===== config.mk =====
export PLATFORM = sky130hd
export DESIGN_NAME = ipctrl
export DESIGN_NICKNAME = d
export VERILOG_FILES = /design/src/rtl/noc_pkg.sv /design/src/rtl/xy_route.sv /design/src/rtl/ipctrl.sv
export SDC_FILE = /design/constraint.sdc
export NUM_CORES = 1
export LEC_CHECK = 0
export CORE_MARGIN = 2
export CORE_UTILIZATION = 50
export DETAILED_ROUTE_END_ITERATION = 7
export GPL_TIMING_DRIVEN = 0
export PLACE_DENSITY_LB_ADDON = 0.3
export SYNTH_ARGS = -nofsm -noshare
export SYNTH_HDL_FRONTEND = slang
export SYNTH_SLANG_ARGS = --single-unit

===== constraint.sdc =====
create_clock -name clk -period 4.4 [get_ports clk]
set_input_delay 0.88 -clock clk [delete_from_list [all_inputs] [get_ports clk]]
set_output_delay 0.88 -clock clk [all_outputs]
set_load 0.01 [all_outputs]

===== src/rtl/noc_pkg.sv =====
// Shared NoC constants: packet field positions, one-hot output-port codes and
// virtual-channel buffer indices.
package noc_pkg;

    localparam int unsigned NUM_PORTS = 5;

    // Packet field map (64-bit packet)
    localparam int unsigned VC_BIT   = 63;
    localparam int unsigned XDIR_BIT = 62;
    localparam int unsigned YDIR_BIT = 61;
    localparam int unsigned HOPX_MSB = 55;
    localparam int unsigned HOPX_LSB = 52;
    localparam int unsigned HOPY_MSB = 51;
    localparam int unsigned HOPY_LSB = 48;

    // One-hot output-port codes, bit order [0] PE, [1] S, [2] N, [3] E, [4] W
    localparam logic [NUM_PORTS-1:0] PORT_NONE = 5'b00000;
    localparam logic [NUM_PORTS-1:0] PORT_PE   = 5'b00001;
    localparam logic [NUM_PORTS-1:0] PORT_S    = 5'b00010;
    localparam logic [NUM_PORTS-1:0] PORT_N    = 5'b00100;
    localparam logic [NUM_PORTS-1:0] PORT_E    = 5'b01000;
    localparam logic [NUM_PORTS-1:0] PORT_W    = 5'b10000;

    // Buffer index doubles as the VC bit a packet must carry to enter it
    localparam logic BUF_EVEN = 1'b0;
    localparam logic BUF_ODD  = 1'b1;

endpackage


===== src/rtl/xy_route.sv =====
// Combinational XY router: picks the one-hot output port for a packet and
// decrements the hop counter of the dimension being travelled.
module xy_route
    import noc_pkg::*;
#(
    parameter int unsigned DATA_W = 64,
    parameter int unsigned HOP_W  = 4
) (
    input  logic [DATA_W-1:0]    i_pkt,
    output logic [NUM_PORTS-1:0] o_route,
    output logic [DATA_W-1:0]    o_pkt
);

    logic [HOP_W-1:0] w_hop_x;
    logic [HOP_W-1:0] w_hop_y;

    assign w_hop_x = i_pkt[HOPX_MSB:HOPX_LSB];
    assign w_hop_y = i_pkt[HOPY_MSB:HOPY_LSB];

    // X first, then Y; only the taken dimension's counter moves, so no underflow
    always_comb begin
        o_route = PORT_PE;
        o_pkt   = i_pkt;
        if (w_hop_x != '0) begin
            o_route                 = i_pkt[XDIR_BIT] ? PORT_W : PORT_E;
            o_pkt[HOPX_MSB:HOPX_LSB] = w_hop_x - HOP_W'(1);
        end else if (w_hop_y != '0) begin
            o_route                 = i_pkt[YDIR_BIT] ? PORT_S : PORT_N;
            o_pkt[HOPY_MSB:HOPY_LSB] = w_hop_y - HOP_W'(1);
        end
    end

endmodule


===== src/rtl/ipctrl.sv =====
// Router input-port controller: accepts link packets into even/odd VC buffers,
// routes them on entry, requests an output port and frees the buffer on clear.
module ipctrl
    import noc_pkg::*;
#(
    parameter int unsigned DATA_W = 64,
    parameter int unsigned HOP_W  = 4
) (
    input  logic                 clk,
    input  logic                 reset,
    input  logic                 polarity,
    input  logic                 send_in,
    input  logic [DATA_W-1:0]    data_in,
    output logic                 ready_in,
    input  logic [NUM_PORTS-1:0] clear,
    output logic [NUM_PORTS-1:0] req,
    output logic [DATA_W-1:0]    data_out,
    output logic                 vc_err
);

    localparam int unsigned NUM_BUF = 2;

    logic [DATA_W-1:0]    r_pkt   [NUM_BUF];
    logic [NUM_PORTS-1:0] r_route [NUM_BUF];
    logic [NUM_BUF-1:0]   r_full;
    logic                 r_vc_err;

    logic                 w_wr_sel;
    logic                 w_rd_sel;
    logic                 w_accept;
    logic                 w_vc_ok;
    logic                 w_clear_hit;
    logic [NUM_PORTS-1:0] w_route;
    logic [DATA_W-1:0]    w_pkt_upd;

    // Even cycle writes ODD and presents EVEN; odd cycle the reverse.
    assign w_wr_sel = ~polarity;
    assign w_rd_sel = polarity;

    assign ready_in    = ~r_full[w_wr_sel];
    assign w_accept    = send_in & ready_in;
    assign w_vc_ok     = (data_in[VC_BIT] == w_wr_sel);
    // The write buffer is also the one presented last cycle, i.e. the clear target
    assign w_clear_hit = r_full[w_wr_sel] & (|(clear & r_route[w_wr_sel]));

    xy_route #(
        .DATA_W (DATA_W),
        .HOP_W  (HOP_W)
    ) u_xy_route (
        .i_pkt   (data_in),
        .o_route (w_route),
        .o_pkt   (w_pkt_upd)
    );

    always_ff @(posedge clk or negedge reset) begin
        if (!reset) begin
            r_pkt[BUF_EVEN]   <= '0;
            r_pkt[BUF_ODD]    <= '0;
            r_route[BUF_EVEN] <= PORT_NONE;
            r_route[BUF_ODD]  <= PORT_NONE;
            r_full            <= '0;
            r_vc_err          <= 1'b0;
        end else begin
            // Accept needs an empty buffer, and a clear only acts on a full one
            if (w_accept && w_vc_ok) begin
                r_pkt[w_wr_sel]   <= w_pkt_upd;
                r_route[w_wr_sel] <= w_route;
                r_full[w_wr_sel]  <= 1'b1;
            end else if (w_clear_hit) begin
                r_full[w_wr_sel]  <= 1'b0;
            end
            if (w_accept && !w_vc_ok) begin
                r_vc_err <= 1'b1;
            end
        end
    end

    assign req      = r_full[w_rd_sel] ? r_route[w_rd_sel] : PORT_NONE;
    assign data_out = r_pkt[w_rd_sel];
    assign vc_err   = r_vc_err;

endmodule


==> flow_summary.toml, run 1 <==
[critical_path]
critPathBufInv = 4
arrival_ns = 2.62
path_common_cell = "buf_2"
cp_slowest_cell = "clkdlybuf4s50_1"
crit_fanout = 10
cp.required_ns = 3.52
endpoint_kind = "output port"
worstSetupStartpointType = "primary input"
crit_path_max_incr_delay_ns = 0.50
critPathTopFamily = "buffers and inverters"
crit_type = "primary input to output port"
cp_cell_sequence = "buf_2 -> buf_2 -> buf_2 -> mux2_2 -> clkdlybuf4s50_1"

[power_and_ir_drop]
p_leak_nw = 4.17
power_mw = 5.66
peakVddDrop_mv = 0.405
p_per_area_mw_per_mm2 = 658

[global_routing]
grt_pass1_vias = 5470
grt_max_degree = 72
grt_pass1_wl_um = 27000
overflow = 0
grt_usage_pct = 25.8
antenna_found_initial = 0

[sta]
slew_violations = 0
setup_violations = 0
fin_skew_ns = 0.00913
finalHoldViolCount = 0
fin_ws_ns = 0.903
rsz0062_at_grt = "false"
post-route-period-util_pct = 79.5
slew_headroom_pct = 56.0
worst_pin_slew_ns = 0.660
period_needed_ns = 3.50
max_freq_mhz = 286

[clock_network]
cts_buffers = 17
htree_levels = 4
clock-sinks = 141
cts-root-buf = "clkbuf_16"
clk-insertion-delay-late_ns = 0.42
clkTransAtPathRegs_ns = 0.06
cts_tree = "done"
cts_hold_buf = 0
cts_resized = 0
clockBufferDepth = 2
cts_setup_buffers = 0

[final_layout]
layout_common_cells = "nand2_1, dfrtp_1, clkdlybuf4s50_1"
antenna_cells = 0
area_growth_pct = 35.1
layout-drive-gt1-share_pct = 13.4
layout_commonest_cell = "nand2_1"
finish.utilization_pct = 68.7
fin_nets = 926
instances_no_fill = 1035

[placed_design]
dp_slack_ns = 0.896
post-place-cells = 1004
hpwl_um = 11500
place_congestion = 0.866
portBuffers = 142

[floorplanning]
rows = 41
io_pins = 144
die_width_um = 117
initial_core_util_pct = 50.8
core_area_mm2 = 0.0125
dieArea_mm2 = 0.0136
die_h_um = 117

[logic_synthesis]
synth_area_leaders = "dfrtp_1, nand2_1, mux2_2"
syn_area_mm2 = 0.00636
syn_nets = 764
synthFlopType = "dfrtp_1"
ys_ff_latch = 141
syn_area_per_cell_um2 = 9.24
synthArstFlopShare_pct = 100
yosys.area.top_type = "dfrtp_1"
synth_edf_count = 0
netlist.area_leader.share_pct = 55.4
ys_seq_area_share_pct = 55.4
yosysUniqueCellTypes = 38
synth_warnings = 0
synthCells = 689

[drt]
first_iter_violations = 459
viasPerCell = 5.23
first_pass_iters = 5
ant_nets = 0
totalWireLength_um = 16700
drc_errors = 0
route.vias.total = 5413
wire_per_inst_um = 16.1

[run_status]
status = "completed"

[worst_hold_path]
hp-class = "primary input to async pin"

[flow_run]
drv_cap = 0
==> sequential cells by signal, summed over array words and instances, names as in the netlist, named ones only <==
register and flops:
r_pkt 128, vc_err 1, r_route 10
==> per-stage QoR <==
stage | instance area (µm²) | hold WS [ns] | setup TNS, ns
after floorplan | 6360 | 0.428 | 0
after global placement | 8000 | 0.443 | -406.01
after detailed placement | 8030 | 0.453 | 0
after CTS | 8600 | 0.465 | 0
after global routing | 8600 | 0.475 | 0
final | 8600 | 0.451 | 0
==> worst paths after layout <==
| path | cells past startpoint | slack [ns] | end | from |
|---|---|---|---|---|
| max | 5 | 0.90 | data_out[0] | polarity |
| max reg2reg | 5 | 2.54 | r_pkt[91]$_DFFE_PN0P_ | flop |
| min in group clk | 1 | 0.46 | vc_err$_DFFE_PN0P_ | vc_err$_DFFE_PN0P_ |
| min | 1 | 0.45 | r_pkt[52]$_DFFE_PN0P_ | reset |
| max in group asynchronous | 2 | 3.17 | r_pkt[25]$_DFFE_PN0P_ | reset |
| min reg2reg | 1 | 0.46 | vc_err$_DFFE_PN0P_ | vc_err$_DFFE_PN0P_ |
==> cell usage after synthesis (2+ instances only) <==
library cell and count:
mux2_2 65, buf_1 4, a21o_1 2, xnor2_1 2
clkbuf_1 21, buf_2 16, nor2_1 9, nand4bb_1 2
a21oi_1 3, a31oi_1 4, a211oi_1 2, a22o_1 5
inv_1 5, ha_1 2, nand3_1 4, nor2b_1 2
a22oi_1 2, mux2i_1 3, a222oi_1 2, nand2b_1 2
o31ai_1 5, nor4bb_1 2, dfrtp_1 141, o21ai_0 16
nand2_1 352, nor3_1 4
==> metal layers <==
metal	GRT usage (%)	wire length, µm	up-vias
met5	0	0	-
met4	9.02	338	0
met3	5.97	922	32
met1	33.4	7280	2675
met2	43.1	8170	166
li1	-	-	2540
==> logic make-up (layout without fill, tap and decap cells) <==
logic type,count (synthesis),in the layout,synth area share (%)
AOI/OAI and AO/OA,42,42,4.33
xor gates and xnor gates,2,2,0.275
adders and majority gates,2,2,0.393
buffers and inverters,46,220,3.03
DFF,141,141,55.4
muxes,68,68,12.0
and+or+nand+nor,388,388,24.6
==> where the power goes <==
part	internal [mW]	total [mW]	switching [mW]
Combinational	1.12	2.01	0.893
Clock	0.872	1.39	0.516
Sequential	1.92	2.26	0.342
==> area by class of cell <==
class	count	area [µm²]
flip-flops and latches	141	3530
inverters	5	18.8
repair buffers	143	1450
multi-input cells	502	2640
plain buffers	41	174
clock inverters	7	87.6
well taps	172	215
fillers	1035	3920
clock buffers	24	482
Note: power is estimated with default switching activity, not from simulation.
==> run 2: changes to the inputs <==
--- a/config.mk
+++ b/config.mk
@@ -6,7 +6,7 @@
 export NUM_CORES = 1
 export LEC_CHECK = 0
 export CORE_MARGIN = 2
-export CORE_UTILIZATION = 50
+export CORE_UTILIZATION = 46
 export DETAILED_ROUTE_END_ITERATION = 7
 export GPL_TIMING_DRIVEN = 0
 export PLACE_DENSITY_LB_ADDON = 0.3
==> constraint.sdc (replaced) <==
create_clock -name clk -period 3.1 [get_ports clk]
set_input_delay 0.62 -clock clk [delete_from_list [all_inputs] [get_ports clk]]
set_output_delay 0.62 -clock clk [all_outputs]
set_load 0.01 [all_outputs]
==> run 2 against run 1 <==
Effect of this change: count of clock-buffer cells in the layout decreased by 3; critical endpoint is now data_out[51]; via count down 0.76%; worst setup slack got worse by 0.79 ns.
==> flow_summary.toml, run 2 (synthesis results as in run 1) <==
[critical_path]
cp_slowest_cell = "clkdlybuf4s50_1"
crit_path_max_incr_delay_ns = 0.48
crit_type = "primary input to output port"
cp.required_ns = 2.48
critPathBufInv = 4
crit_fanout = 10
r2r_cells = 6
cp_cell_sequence = "buf_2 -> buf_2 -> buf_2 -> mux2_2 -> clkdlybuf4s50_1"
worstSetupPathDepth = 5
endpoint = "data_out[51]"
path_common_cell = "buf_2"
timing.rr.end = "r_pkt[120]$_DFFE_PN0P_"
arrival_ns = 2.36
worstSetupStartpointType = "primary input"
regToRegSetupSlack_ns = 1.25
critPathTopFamily = "buffers and inverters"
cp-startpoint = "polarity"
endpoint_kind = "output port"

[global_routing]
grt_pass1_vias = 5570
grt_max_degree = 74
overflow = 0
antenna_found_initial = 0
grt_pass1_wl_um = 27000
grt_usage_pct = 23.7

[run_status]
status = "completed"

[final_layout]
area_growth_pct = 35.8
fin_nets = 926
antenna_cells = 0
instances_no_fill = 1040
fin_area_mm2 = 0.00864
layout_common_cells = "nand2_1, dfrtp_1, clkdlybuf4s50_1"
largest_reg_flops = 128
layout_commonest_cell = "nand2_1"
regMostFlops = "r_pkt"
layout-drive-gt1-share_pct = 13.9
finish.utilization_pct = 64.5

[clock_network]
htree_levels = 4
cts_hold_buf = 0
clock-sinks = 141
cts_buffers = 17
cts_setup_buffers = 0
clkTransAtPathRegs_ns = 0.05
cts_tree = "done"
cts-root-buf = "clkbuf_16"
cts_resized = 0
clockBufferDepth = 2
clk-insertion-delay-late_ns = 0.42

[floorplanning]
io_pins = 144
die_h_um = 122
dieArea_mm2 = 0.0148
rows = 42
initial_core_util_pct = 47.5
die_width_um = 122
core_area_mm2 = 0.0134

[sta]
slew_violations = 0
finalHoldViolCount = 0
setup_violations = 0
max_freq_mhz = 335
post-route-period-util_pct = 96.3
period_needed_ns = 2.98
slew_headroom_pct = 56.1
rsz0062_at_grt = "false"
whs_ns = 0.185
worst_pin_slew_ns = 0.659
fin_skew_ns = 0.00643

[placed_design]
place_congestion = 0.833
hpwl_um = 11500
portBuffers = 142
placed_area_mm2 = 0.00803
post-place-cells = 1008

[drt]
drc_errors = 0
first_iter_violations = 336
route.vias.total = 5372
viasPerCell = 5.17
first_pass_iters = 5
totalWireLength_um = 16800
ant_nets = 0
wire_per_inst_um = 16.1

[worst_hold_path]
hp-class = "primary input to async pin"

[power_and_ir_drop]
peakVddDrop_mv = 0.511
p_per_area_mw_per_mm2 = 938
power_mw = 8.11
p_leak_nw = 4.18

[flow_run]
drv_cap = 0
-- run 2: cell types whose count changed in the layout (fill, tap and decap cells not counted) --
cell / change
clkinvlp_4: +3
clkbuf_1: -3
bufinv_16: +1
-- run 2: metrics by stage --
step	setup WS (ns)	TNS [ns]
floorplan	0.910	0
global placement	-3.95	-556.28
detailed placement	0.118	0
CTS	0.117	0
global route	0.0300	0
finish	0.116	0
-- run 2: report_power, final --
group / switching [mW] / internal [mW] / leakage (nW)
logic: 1.26 / 1.58 / 2.13
clock network: 0.749 / 1.32 / 0.291
registers: 0.468 / 2.73 / 1.76
-- run 2: worst reg2reg max path, delay by kind of cell (launching register included) --
family,cells,cell delay (ns)
buffers and inverters,3,1.00
AND/OR/NAND/NOR,3,0.38
flip-flops,1,0.40
-- run 2: final cells by class --
type	count	area, µm²
Clock inverter	11	140
Timing Repair Buffer	143	1450
Sequential cell	141	3530
Buffer	41	174
Tap cell	176	220
Multi-Input combinational cell	502	2640
Clock buffer	21	470
Inverter	5	18.8
Fill cell	1114	4760
-- run 2: worst min-delay path by stage --
stage	start	endpoint	cells past startpoint
after CTS	reset	r_pkt[118]$_DFFE_PN0P_	1
after detailed placement	r_pkt[63]$_DFFE_PN0P_	r_pkt[63]$_DFFE_PN0P_	1
after global routing	reset	r_pkt[54]$_DFFE_PN0P_	1
final	reset	r_pkt[54]$_DFFE_PN0P_	1
after floorplan	reset	async pin	0
after global placement	r_pkt[63]$_DFFE_PN0P_	r_pkt[63]$_DFFE_PN0P_	1
-- run 2: metal layers --
metal | track usage [%] | routed length [µm] | up-vias
met1 | 30.4 | 7340 | 2636
met4 | 8.12 | 231 | 0
met3 | 6.41 | 1090 | 22
met2 | 39.2 | 8110 | 173
li1 | - | - | 2541
met5 | 0 | 0 | -
